**src/rtl/pim_gemm_sched.sv**
```systemverilog
// Bit-serial GEMM column scheduler for a PIM crossbar: issues SLICE_BITS input bits per
// column, shift-accumulates the ADC samples and hands each column result out over valid/ready.
module pim_gemm_sched #(
    parameter  int unsigned DEPTH      = 100,
    parameter  int unsigned ADDR_W     = 7,
    parameter  int unsigned SLICE_BITS = 8,
    parameter  int unsigned ADC_P      = 8,
    parameter  int unsigned OUT_P      = 16,
    parameter  int unsigned ADC_LAT    = 1,
    localparam int unsigned BIT_W      = (SLICE_BITS > 1) ? $clog2(SLICE_BITS) : 1
) (
    input  logic              clk,
    input  logic              rst,
    input  logic              start,
    input  logic [ADDR_W-1:0] start_addr,
    input  logic [ADDR_W-1:0] end_addr,
    output logic [ADDR_W-1:0] xbar_addr,
    output logic [BIT_W-1:0]  bit_sel,
    output logic              xbar_en,
    input  logic [ADC_P-1:0]  adc_result,
    output logic [OUT_P-1:0]  res_data,
    output logic              res_valid,
    input  logic              res_ready,
    output logic              busy,
    output logic              done,
    output logic              err
);

    localparam int unsigned LAT_W = (ADC_LAT > 1) ? $clog2(ADC_LAT + 1) : 1;

    typedef enum logic [2:0] {
        IDLE   = 3'd0,
        ISSUE  = 3'd1,
        DRAIN  = 3'd2,
        EMIT   = 3'd3,
        FINISH = 3'd4
    } state_e;

    state_e            state_q, state_d;
    logic [ADDR_W-1:0] cur_addr_q, cur_addr_d;
    logic [ADDR_W-1:0] end_addr_q, end_addr_d;
    logic [BIT_W-1:0]  bit_q, bit_d;
    logic [LAT_W-1:0]  drain_q, drain_d;
    logic [OUT_P-1:0]  acc_q, acc_d;

    // Issue tracking: which bit index each in-flight ADC sample belongs to
    logic [ADC_LAT-1:0] vld_q, vld_d;
    logic [BIT_W-1:0]   bpipe_q [ADC_LAT];
    logic [BIT_W-1:0]   bpipe_d [ADC_LAT];

    logic [ADDR_W-1:0] xbar_addr_q, xbar_addr_d;
    logic [BIT_W-1:0]  bit_sel_q, bit_sel_d;
    logic              xbar_en_q, xbar_en_d;
    logic [OUT_P-1:0]  res_data_q, res_data_d;
    logic              res_valid_q, res_valid_d;
    logic              busy_q, busy_d;
    logic              done_q, done_d;
    logic              err_q, err_d;

    logic start_ok;

    assign start_ok = (start_addr <= end_addr) && (32'(end_addr) < DEPTH);

    // Next-state, datapath and registered-output computation
    always_comb begin
        state_d    = state_q;
        cur_addr_d = cur_addr_q;
        end_addr_d = end_addr_q;
        bit_d      = bit_q;
        drain_d    = drain_q;
        acc_d      = acc_q;
        err_d      = 1'b0;

        if (vld_q[ADC_LAT-1]) begin
            acc_d = acc_q + (OUT_P'(adc_result) << bpipe_q[ADC_LAT-1]);
        end

        unique case (state_q)
            IDLE: begin
                if (start) begin
                    if (start_ok) begin
                        state_d    = ISSUE;
                        cur_addr_d = start_addr;
                        end_addr_d = end_addr;
                        bit_d      = '0;
                        acc_d      = '0;
                    end else begin
                        err_d = 1'b1;
                    end
                end
            end
            ISSUE: begin
                if (bit_q == BIT_W'(SLICE_BITS - 1)) begin
                    state_d = DRAIN;
                    drain_d = LAT_W'(ADC_LAT - 1);
                end else begin
                    bit_d = bit_q + BIT_W'(1);
                end
            end
            DRAIN: begin
                if (drain_q == '0) begin
                    state_d = EMIT;
                end else begin
                    drain_d = drain_q - LAT_W'(1);
                end
            end
            EMIT: begin
                if (res_valid_q && res_ready) begin
                    if (cur_addr_q != end_addr_q) begin
                        state_d    = ISSUE;
                        cur_addr_d = cur_addr_q + ADDR_W'(1);
                        bit_d      = '0;
                        acc_d      = '0;
                    end else begin
                        state_d = FINISH;
                    end
                end
            end
            FINISH: begin
                state_d = IDLE;
            end
            default: begin
                state_d = IDLE;
            end
        endcase

        vld_d[0]   = xbar_en_q;
        bpipe_d[0] = bit_sel_q;
        for (int unsigned i = 1; i < ADC_LAT; i++) begin
            vld_d[i]   = vld_q[i-1];
            bpipe_d[i] = bpipe_q[i-1];
        end

        xbar_en_d   = (state_d == ISSUE);
        xbar_addr_d = cur_addr_d;
        bit_sel_d   = (state_d == ISSUE) ? bit_d : '0;
        res_valid_d = (state_d == EMIT);
        res_data_d  = (state_d == EMIT) ? acc_d : '0;
        busy_d      = (state_d != IDLE);
        done_d      = (state_d == FINISH);
    end

    always_ff @(posedge clk) begin
        if (!rst) begin
            state_q     <= IDLE;
            cur_addr_q  <= '0;
            end_addr_q  <= '0;
            bit_q       <= '0;
            drain_q     <= '0;
            acc_q       <= '0;
            vld_q       <= '0;
            bpipe_q     <= '{default: '0};
            xbar_addr_q <= '0;
            bit_sel_q   <= '0;
            xbar_en_q   <= 1'b0;
            res_data_q  <= '0;
            res_valid_q <= 1'b0;
            busy_q      <= 1'b0;
            done_q      <= 1'b0;
            err_q       <= 1'b0;
        end else begin
            state_q     <= state_d;
            cur_addr_q  <= cur_addr_d;
            end_addr_q  <= end_addr_d;
            bit_q       <= bit_d;
            drain_q     <= drain_d;
            acc_q       <= acc_d;
            vld_q       <= vld_d;
            bpipe_q     <= bpipe_d;
            xbar_addr_q <= xbar_addr_d;
            bit_sel_q   <= bit_sel_d;
            xbar_en_q   <= xbar_en_d;
            res_data_q  <= res_data_d;
            res_valid_q <= res_valid_d;
            busy_q      <= busy_d;
            done_q      <= done_d;
            err_q       <= err_d;
        end
    end

    assign xbar_addr = xbar_addr_q;
    assign bit_sel   = bit_sel_q;
    assign xbar_en   = xbar_en_q;
    assign res_data  = res_data_q;
    assign res_valid = res_valid_q;
    assign busy      = busy_q;
    assign done      = done_q;
    assign err       = err_q;

endmodule

```
**config.mk**
```make
export PLATFORM = sky130hd
export DESIGN_NAME = pim_gemm_sched
export DESIGN_NICKNAME = d
export VERILOG_FILES = /design/src/rtl/pim_gemm_sched.sv
export SDC_FILE = /design/constraint.sdc
export NUM_CORES = 1
export LEC_CHECK = 0
export BUFFER_PORTS_ARGS = -buffer_cell sky130_fd_sc_hd__buf_2
export CAP_MARGIN = 20
export CORE_ASPECT_RATIO = 0.7
export CORE_MARGIN = 1
export CORE_UTILIZATION = 61
export CTS_CLUSTER_SIZE = 10
export DETAILED_ROUTE_END_ITERATION = 12
export GPL_ROUTABILITY_DRIVEN = 0
export PLACE_DENSITY = 0.82
export SLEW_MARGIN = 20
export SYNTH_ARGS = -nofsm -noshare
export SYNTH_HDL_FRONTEND = slang
export SYNTH_SLANG_ARGS = --single-unit
```
**constraint.sdc**
```tcl
create_clock -name clk -period 5.5 [get_ports clk]
set_clock_uncertainty 0.2 [all_clocks]
set_input_delay 1.1 -clock clk [delete_from_list [all_inputs] [get_ports clk]]
set_output_delay 1.1 -clock clk [all_outputs]
set_load 0.01 [all_outputs]
```
==> results of run 1 <==
[critical path, delay by kind of cell]
kind	cells	cell delay [ps]
AOI/OAI and AO/OA	4	1090
and+or+nand+nor	2	310
muxes	1	280
adders and majority gates	1	490
buffers and inverters	1	100
xor gates and xnor gates	1	270
[report_power, final]
group / switching, uW / leakage, uW / internal (uW)
Combinational: 88.9 / 0.00112 / 58.5
Clock: 190 / 0.000119 / 301
Sequential: 13.6 / 0.000518 / 477
[cells in the final DEF, fill, tap and decap left out, types with 2 or more instances in the layout]
cell and instances:
nor2_1 54, o22ai_1 9, o21a_1 2, buf_4 2
a211oi_1 7, xnor2_1 14, nand3b_1 3, o22a_1 5
ha_1 24, bufinv_16 3, clkbuf_8 9, nand3_1 11
nand4_1 2, o31ai_1 2, buf_2 56, mux2i_1 17
and3_1 4, nand2b_1 4, a21oi_1 36, xor2_1 2
nor2b_1 2, o21ai_0 25, a21boi_0 3, a21o_1 5
nor3_1 14, nand2_1 51, clkinv_4 2, inv_1 18
o211ai_1 6, dfxtp_1 64, or2_2 2, a31oi_1 3
mux2_2 2, and2_1 8
[logic make-up after synthesis]
logic type,after synthesis,share of synthesized area
muxes,19,0.0548
xor gates and xnor gates,16,0.0398
and+or+nand+nor,159,0.203
AOI/OAI and AO/OA,113,0.204
DFF,64,0.364
buffers and inverters,36,0.0427
adders and majority gates,25,0.0911
[area by class of cell]
type                            instances  share of cell area
Clock inverter                          7              0.0295
Tap cell                               72              0.0221
Timing Repair Buffer                   58              0.0726
Clock buffer                            9              0.0305
Inverter                               19              0.0175
Sequential cell                        64               0.315
Multi-Input combinational cell        332               0.513
[sequential cells by signal, indices dropped and copies added (netlist names)]
signal,cells
state_q,3
res_valid,1
acc_q,16
bit_q,3
xbar_en,1
err,1
bpipe_q,3
bit_sel,3
end_addr_q,7
vld_q,1
res_data,16
done,1
xbar_addr,7
busy,1
[worst paths after layout]
kind | end | from | slack, ps
setup / recovery | res_data[14] | adc_result[0] | 1860
hold reg to reg | bpipe_q[2] | bit_sel[2] | 280
setup reg to reg | res_data[14] | bpipe_q[0] | 2070
hold / removal | bpipe_q[2] | bit_sel[2] | 280
[routing by layer]
metal,share of wire,vias to the layer above
met2,0.42,146
met3,0.085,12
met1,0.49,1551
met4,0.0091,0
li1,-,1623
met5,0,-
[per-stage QoR]
stage	utilization	cell area [um2]	total power [uW]
CTS	0.754	4070	1130
finish	0.754	4070	1130
detailed placement	0.709	3820	644
floorplan	-	3520	598
global route	0.754	4070	1170
global placement	0.709	3820	638
==> summary.txt, run 1 <==
Timing
  • Worst Hold Slack: 277 ps
  • Final TNS setup: 0 ps
  • Final setup viols: 0
  • F_max: between 0.2 and 0.3 GHz
  • Worst-Margin Slew: around 770 ps
  • Slew Limit Fails: 0
  • Slew margin rel.: 0.487
  • Final Hold Vio Count: 0
  • Final period utilization: 0.662
  • Tmin final: 3640 ps
  • RSZ-0062 raised after global routing: no
  • PnR worst setup slack: approximately 1900 ps

Synth
  • Dominant synthesized flop cell: dfxtp_1
  • Synthesized cell area: 3520 um2
  • Gate Count Post-Synth: 432
  • Seq/Total Area, Yosys: 0.364
  • Area leader, netlist: dfxtp_1
  • Netlist cell types: between 40 and 50
  • Mapped Avg Cell Area: 8.14 um2
  • Most frequent cell after synthesis: dfxtp_1
  • Mapped Nets: 483
  • Number of synthesized flops with an enable pin: 0
  • Share of the synthesized area in the top cell type: 0.364
  • #FFs+latches synth: 64
  • Ys async rst share: 0
  • Synth area leaders: dfxtp_1 36%, ha_1 8.5%, nor2_1 5.8%
  • Synth warn: 0
  • Top cell types by occurrence after synthesis: 64 x dfxtp_1, 54 x nor2_1, 51 x nand2_1, 36 x a21oi_1, 25 x o21ai_0

Finish
  • Diodes inserted: 0
  • Sequential Area: approximately 1300 um2
  • Fin nets: 535
  • Area Overhead vs Synth: 15.7%
  • Multi-input logic area: 2090 um2
  • Finished Layout Cells: 561
  • Fill cell count: around 430
  • Share of layout cells above drive strength 1: 0.170

Clocking
  • Clock-pin slew on the worst setup and hold paths: ~70 ps
  • CTS Buf Count: 9
  • Root buf cell: clkbuf_8
  • Post-CTS sizing: 0
  • CTS tree: built
  • Setup Buffers After CTS: 0
  • Clock buffer depth: 2
  • Clock sinks: 64
  • Post-CTS Hold Fix Bufs: 0
  • CTS H-Tree Depth: 3
  • Worst-Skew Late Latency: ~350 ps

Routing
  • Total iterations of the first detailed-routing run: 6
  • Final WL: 8700 um
  • Iter 0 DRT Violations: 292
  • Vias: 3332
  • DR vias/cell: 5.94
  • WL/cell: 15.5 um
  • Post-route ant nets: 0
  • DRC violations left: 0

Critical path
  • CP Capture Type: register
  • CP max FO: 4
  • CP required: around 5500 ps
  • Worst path max stage delay: 490 ps
  • Worst setup SP type: input port
  • WP data arrival: 3640 ps
  • Reg2reg path depth: 10
  • CP Cell Sequence: buf_2 > mux2i_1 > nor3_1 > fa_1 > a211oi_1 > nor2_1 > o21a_1 > o31ai_1 > xor2_1 > a211oi_1
  • Cell mode on critical path: a211oi_1
  • CP Class: input port to register
  • Slowest cell on crit path: fa_1

Min path
  • Worst Hold Class: register to register
  • Hold path depth: 1

Global route
  • First-pass GRT wire length: between 10000 and 15000 um
  • Gr usage total: 0.303
  • Vias in the first global route: 2937
  • Antenna violations before repair: 0
  • Gr ovfl total: 0
  • Met2 usage: 0.446
  • Met1 GRT Util: 0.436
  • M3 GR Usage: 0.0845
  • Largest net degree at the start of global routing: 27
  • GRT Max-Usage Layer: met2

Placement
  • Place WS: 1560 ps
  • IO buf count: 56
  • HPWL Detailed: 6290 um
  • Cells after DPL: 545

Floorplanning
  • Initial Utilization: 0.652
  • Die H: 65.5 um
  • Core box area: between 5000 and 6000 um2
  • DIE WIDTH: 92.8 um
  • Ports: 57
  • DIE AREA: 6080 um2
  • # rows: 22

Pwr
  • Cell area power density: 278 nW/um2
  • Lkg Pwr: 0.00175 uW
  • VDD IR-drop max: between 0.2 and 0.25 mV

Outcome
  • Status: finished, final reports clean

Job
  • Max_cap viols: 0
Note: power is estimated with default switching activity, not from simulation.
==> run 2, diff against run 1 <==
- ABC_AREA: unset -> 1
- CORE_UTILIZATION: 61 -> 58
- PLACE_DENSITY: 0.82 -> 0.78
- clock period: 5.5 -> 3.79 ns (I/O delays scaled with it)
==> run 2 against run 1 <==
Sequential share of layout area down 2.2 points. Synthesized cell count up 40%. Critical path type is now register to register. Critical endpoint is now res_data[13]. Area after synthesis up 9.9%. Hold slack worse by 39 ps.
==> summary.txt, run 2 <==
Synth
  • Gate Count Post-Synth: 603 (+40%)
  • Number of synthesized flops with an enable pin: 0 (unchanged)
  • Mapped Nets: 654 (+35%)
  • Seq/Total Area, Yosys: 0.331 (-0.0329)
  • Most frequent cell after synthesis: nand2_1
  • #FFs+latches synth: 64 (unchanged)
  • Area leader, netlist: dfxtp_1
  • Dominant synthesized flop cell: dfxtp_1
  • Synth warn: 0 (unchanged)
  • Synthesized cell area: 3870 um2 (+9.9%)
  • Share of the synthesized area in the top cell type: 0.331 (-0.0329)
  • Mapped Avg Cell Area: 6.41 um2 (-21%)
  • Netlist cell types: 32 (-35%)
  • Synth area leaders: dfxtp_1 33%, nand2_1 18%, nor2_1 8.0%
  • Top cell types by occurrence after synthesis: 187 x nand2_1, 82 x nor2_1, 74 x inv_1, 64 x dfxtp_1, 39 x nand3_1
  • Ys async rst share: 0 (unchanged)

Clocking
  • CTS H-Tree Depth: 3 (unchanged)
  • CTS tree: built
  • Worst-Skew Late Latency: 370 ps (+20 ps)
  • Post-CTS sizing: 0 (unchanged)
  • Clock buffer depth: 2 (unchanged)
  • Clock-pin slew on the worst setup and hold paths: 80 ps (about the same)
  • Clock sinks: 64 (unchanged)
  • Root buf cell: clkbuf_8
  • Post-CTS Hold Fix Bufs: 0 (unchanged)
  • CTS Buf Count: 9 (unchanged)
  • Setup Buffers After CTS: 0 (unchanged)

Finish
  • Share of layout cells above drive strength 1: 0.137 (-0.0323)
  • Multi-input logic area: 2200 um2 (+5.6%)
  • Sequential Area: 1280 um2 (unchanged)
  • Fin nets: 708 (+32%)
  • Design area: 4370 um2 (+7.4%)
  • Diodes inserted: 0 (unchanged)
  • Fill cell count: 576 (+36%)
  • Area Overhead vs Synth: 12.9%
  • Commonest non-fill, non-tap cells in the layout: 187 x nand2_1, 82 x nor2_1, 74 x inv_1, 64 x dfxtp_1, 56 x buf_2
  • Most common cell after layout, fill and taps aside: nand2_1

Global route
  • Gr ovfl total: 0 (unchanged)
  • First-pass GRT wire length: 16800 um (+18%)
  • Antenna violations before repair: 0 (unchanged)
  • Vias in the first global route: 3487 (+19%)
  • Largest net degree at the start of global routing: 29 (+7.4%)
  • Gr usage total: 0.312 (+0.00917)

Floorplanning
  • Ports: 57 (unchanged)
  • Initial Utilization: 0.610 (-0.0417)
  • Core box area: 6340 um2 (+17%)
  • DIE WIDTH: 99.6 um (+7.4%)
  • DIE AREA: 7000 um2 (+15%)
  • Die H: 70.3 um (+7.3%)
  • # rows: 24 (+9.1%)

Pwr
  • Cell area power density: 355 nW/um2 (+28%)
  • Total power: 1550 uW (+37%)
  • Sw Ratio: 0.327 (+0.0683)
  • Switching power: 507 uW (+73%)
  • Lkg Pwr: 0.00231 uW (+32%)
  • Comb power frac: 0.185 (+0.055)
  • VDD IR-drop max: 0.266 mV (+21%)
  • Flop pwr share: 0.472 (+0.037)
  • Internal: 1040 uW (+25%)
  • Power share of the clock group: 0.343 (-0.092)

Timing
  • RSZ-0062 raised after global routing: no
  • Final Hold Vio Count: 0 (unchanged)
  • Tmin final: approximately 3100 ps
  • Final TNS setup: 0 ps (unchanged)
  • Final setup viols: 0 (unchanged)
  • Slew Limit Fails: 0 (unchanged)
  • Worst-Margin Slew: 684 ps (-85.9 ps)
  • Final period utilization: 0.824
  • PnR worst setup slack: 669 ps (-1190 ps)
  • F_max: 0.320 GHz
  • Slew margin rel.: 0.543 (+0.0567)

Min path
  • Hold Crit Endpoint: vld_q
  • Hold path depth: 2 (+1)
  • HP Start: xbar_en
  • Worst Hold Class: register to register

Placement
  • HPWL Detailed: 7520 um (+20%)
  • IO buf count: 56 (unchanged)
  • DP Area: 4190 um2 (+9.7%)
  • Place WS: 699 ps (-860 ps)

Critical path
  • Worst R2R Setup Slack: 670 ps (-1400 ps)
  • WP data arrival: 3150 ps (-490 ps)
  • Worst setup SP type: register
  • FF-to-FF End: res_data[13]
  • FF-to-FF Start: bpipe_q[1]
  • CP required: 3820 ps (-1680 ps)
  • Reg2reg path depth: 12 (+2)
  • CP Class: register to register
  • CP max FO: 11 (+7)
  • CP Capture Type: register
  • Setup crit start: bpipe_q[1]

Routing
  • Total iterations of the first detailed-routing run: 5 (-1)
  • Iter 0 DRT Violations: 327 (+12%)
  • WL/cell: 13.5 um (-13%)
  • DR vias/cell: 5.23 (-12%)
  • Post-route ant nets: 0 (unchanged)
  • Final WL: 10100 um (+16%)
  • DRC violations left: 0 (unchanged)
  • Vias: 3939 (+18%)

Job
  • Max_cap viols: 0 (unchanged)

Outcome
  • Status: finished, final reports clean
-- run 2: metal layers --
metal  vias to the layer above  GRT usage  wire [um]
li1                       2018          -          -
met1                      1751      0.463       5130
met2                       157      0.441       4000
met3                        13     0.0781        868
met4                         0     0.0915        129
met5                         -          0          0
-- run 2: how the worst max path moves through the flow --
stage                   end  cells past startpoint
2_1_floorplan     acc_q[13]                     13
3_3_place_gp   res_data[13]                     14
3_5_place_dp   res_data[13]                     14
4_1_cts        res_data[13]                     12
5_1_grt        res_data[13]                     12
6_report       res_data[13]                     12
-- run 2: layout make-up --
class                   instances  share of cell area
clock buffers                  10              0.0292
clock inverters                 6              0.0103
inverters                      80              0.0688
multi-input cells             444               0.505
flip-flops and latches         64               0.293
well taps                      91              0.0261
repair buffers                 58              0.0676
-- run 2: critical path, stage by stage (launching register included) --
cell and delay (ps):
dfxtp_1 610, clkinv_1 320, o21ai_0 350, mux2i_1 180, ha_1 370, a21oi_1 230
o21ai_0 120, a21oi_1 200, nand2_1 70, nand2_1 60, nand3_1 80, nand3_1 130
nor2_1 50
-- run 2: logic make-up after synthesis --
group	count (synthesis)	share of synthesized area
AO/OA/AOI/OAI	67	0.0890
XOR/XNOR	8	0.0181
adder cells (fa/ha/maj)	25	0.0828
buffers and inverters	95	0.0987
flip-flops	64	0.331
multiplexers	5	0.0129
AND/OR/NAND/NOR	339	0.367
-- run 2: through the flow --
stage          instances   util  hold slack, ps
4_1_cts              753  0.689             245
3_3_place_gp         737  0.662             222
2_1_floorplan        603      -             235
6_report             753  0.689             238
3_5_place_dp         737  0.662             232
5_1_grt              753  0.689             279
-- run 2: power groups by stage --
stage / Combinational, uW / Clock, uW / Sequential, uW
6_report: 286 / 532 / 731
5_1_grt: 325 / 568 / 735
4_1_cts: 283 / 541 / 731
3_5_place_dp: 278 / 0 / 746
3_3_place_gp: 273 / 0 / 744
2_1_floorplan: 204 / 0 / 742
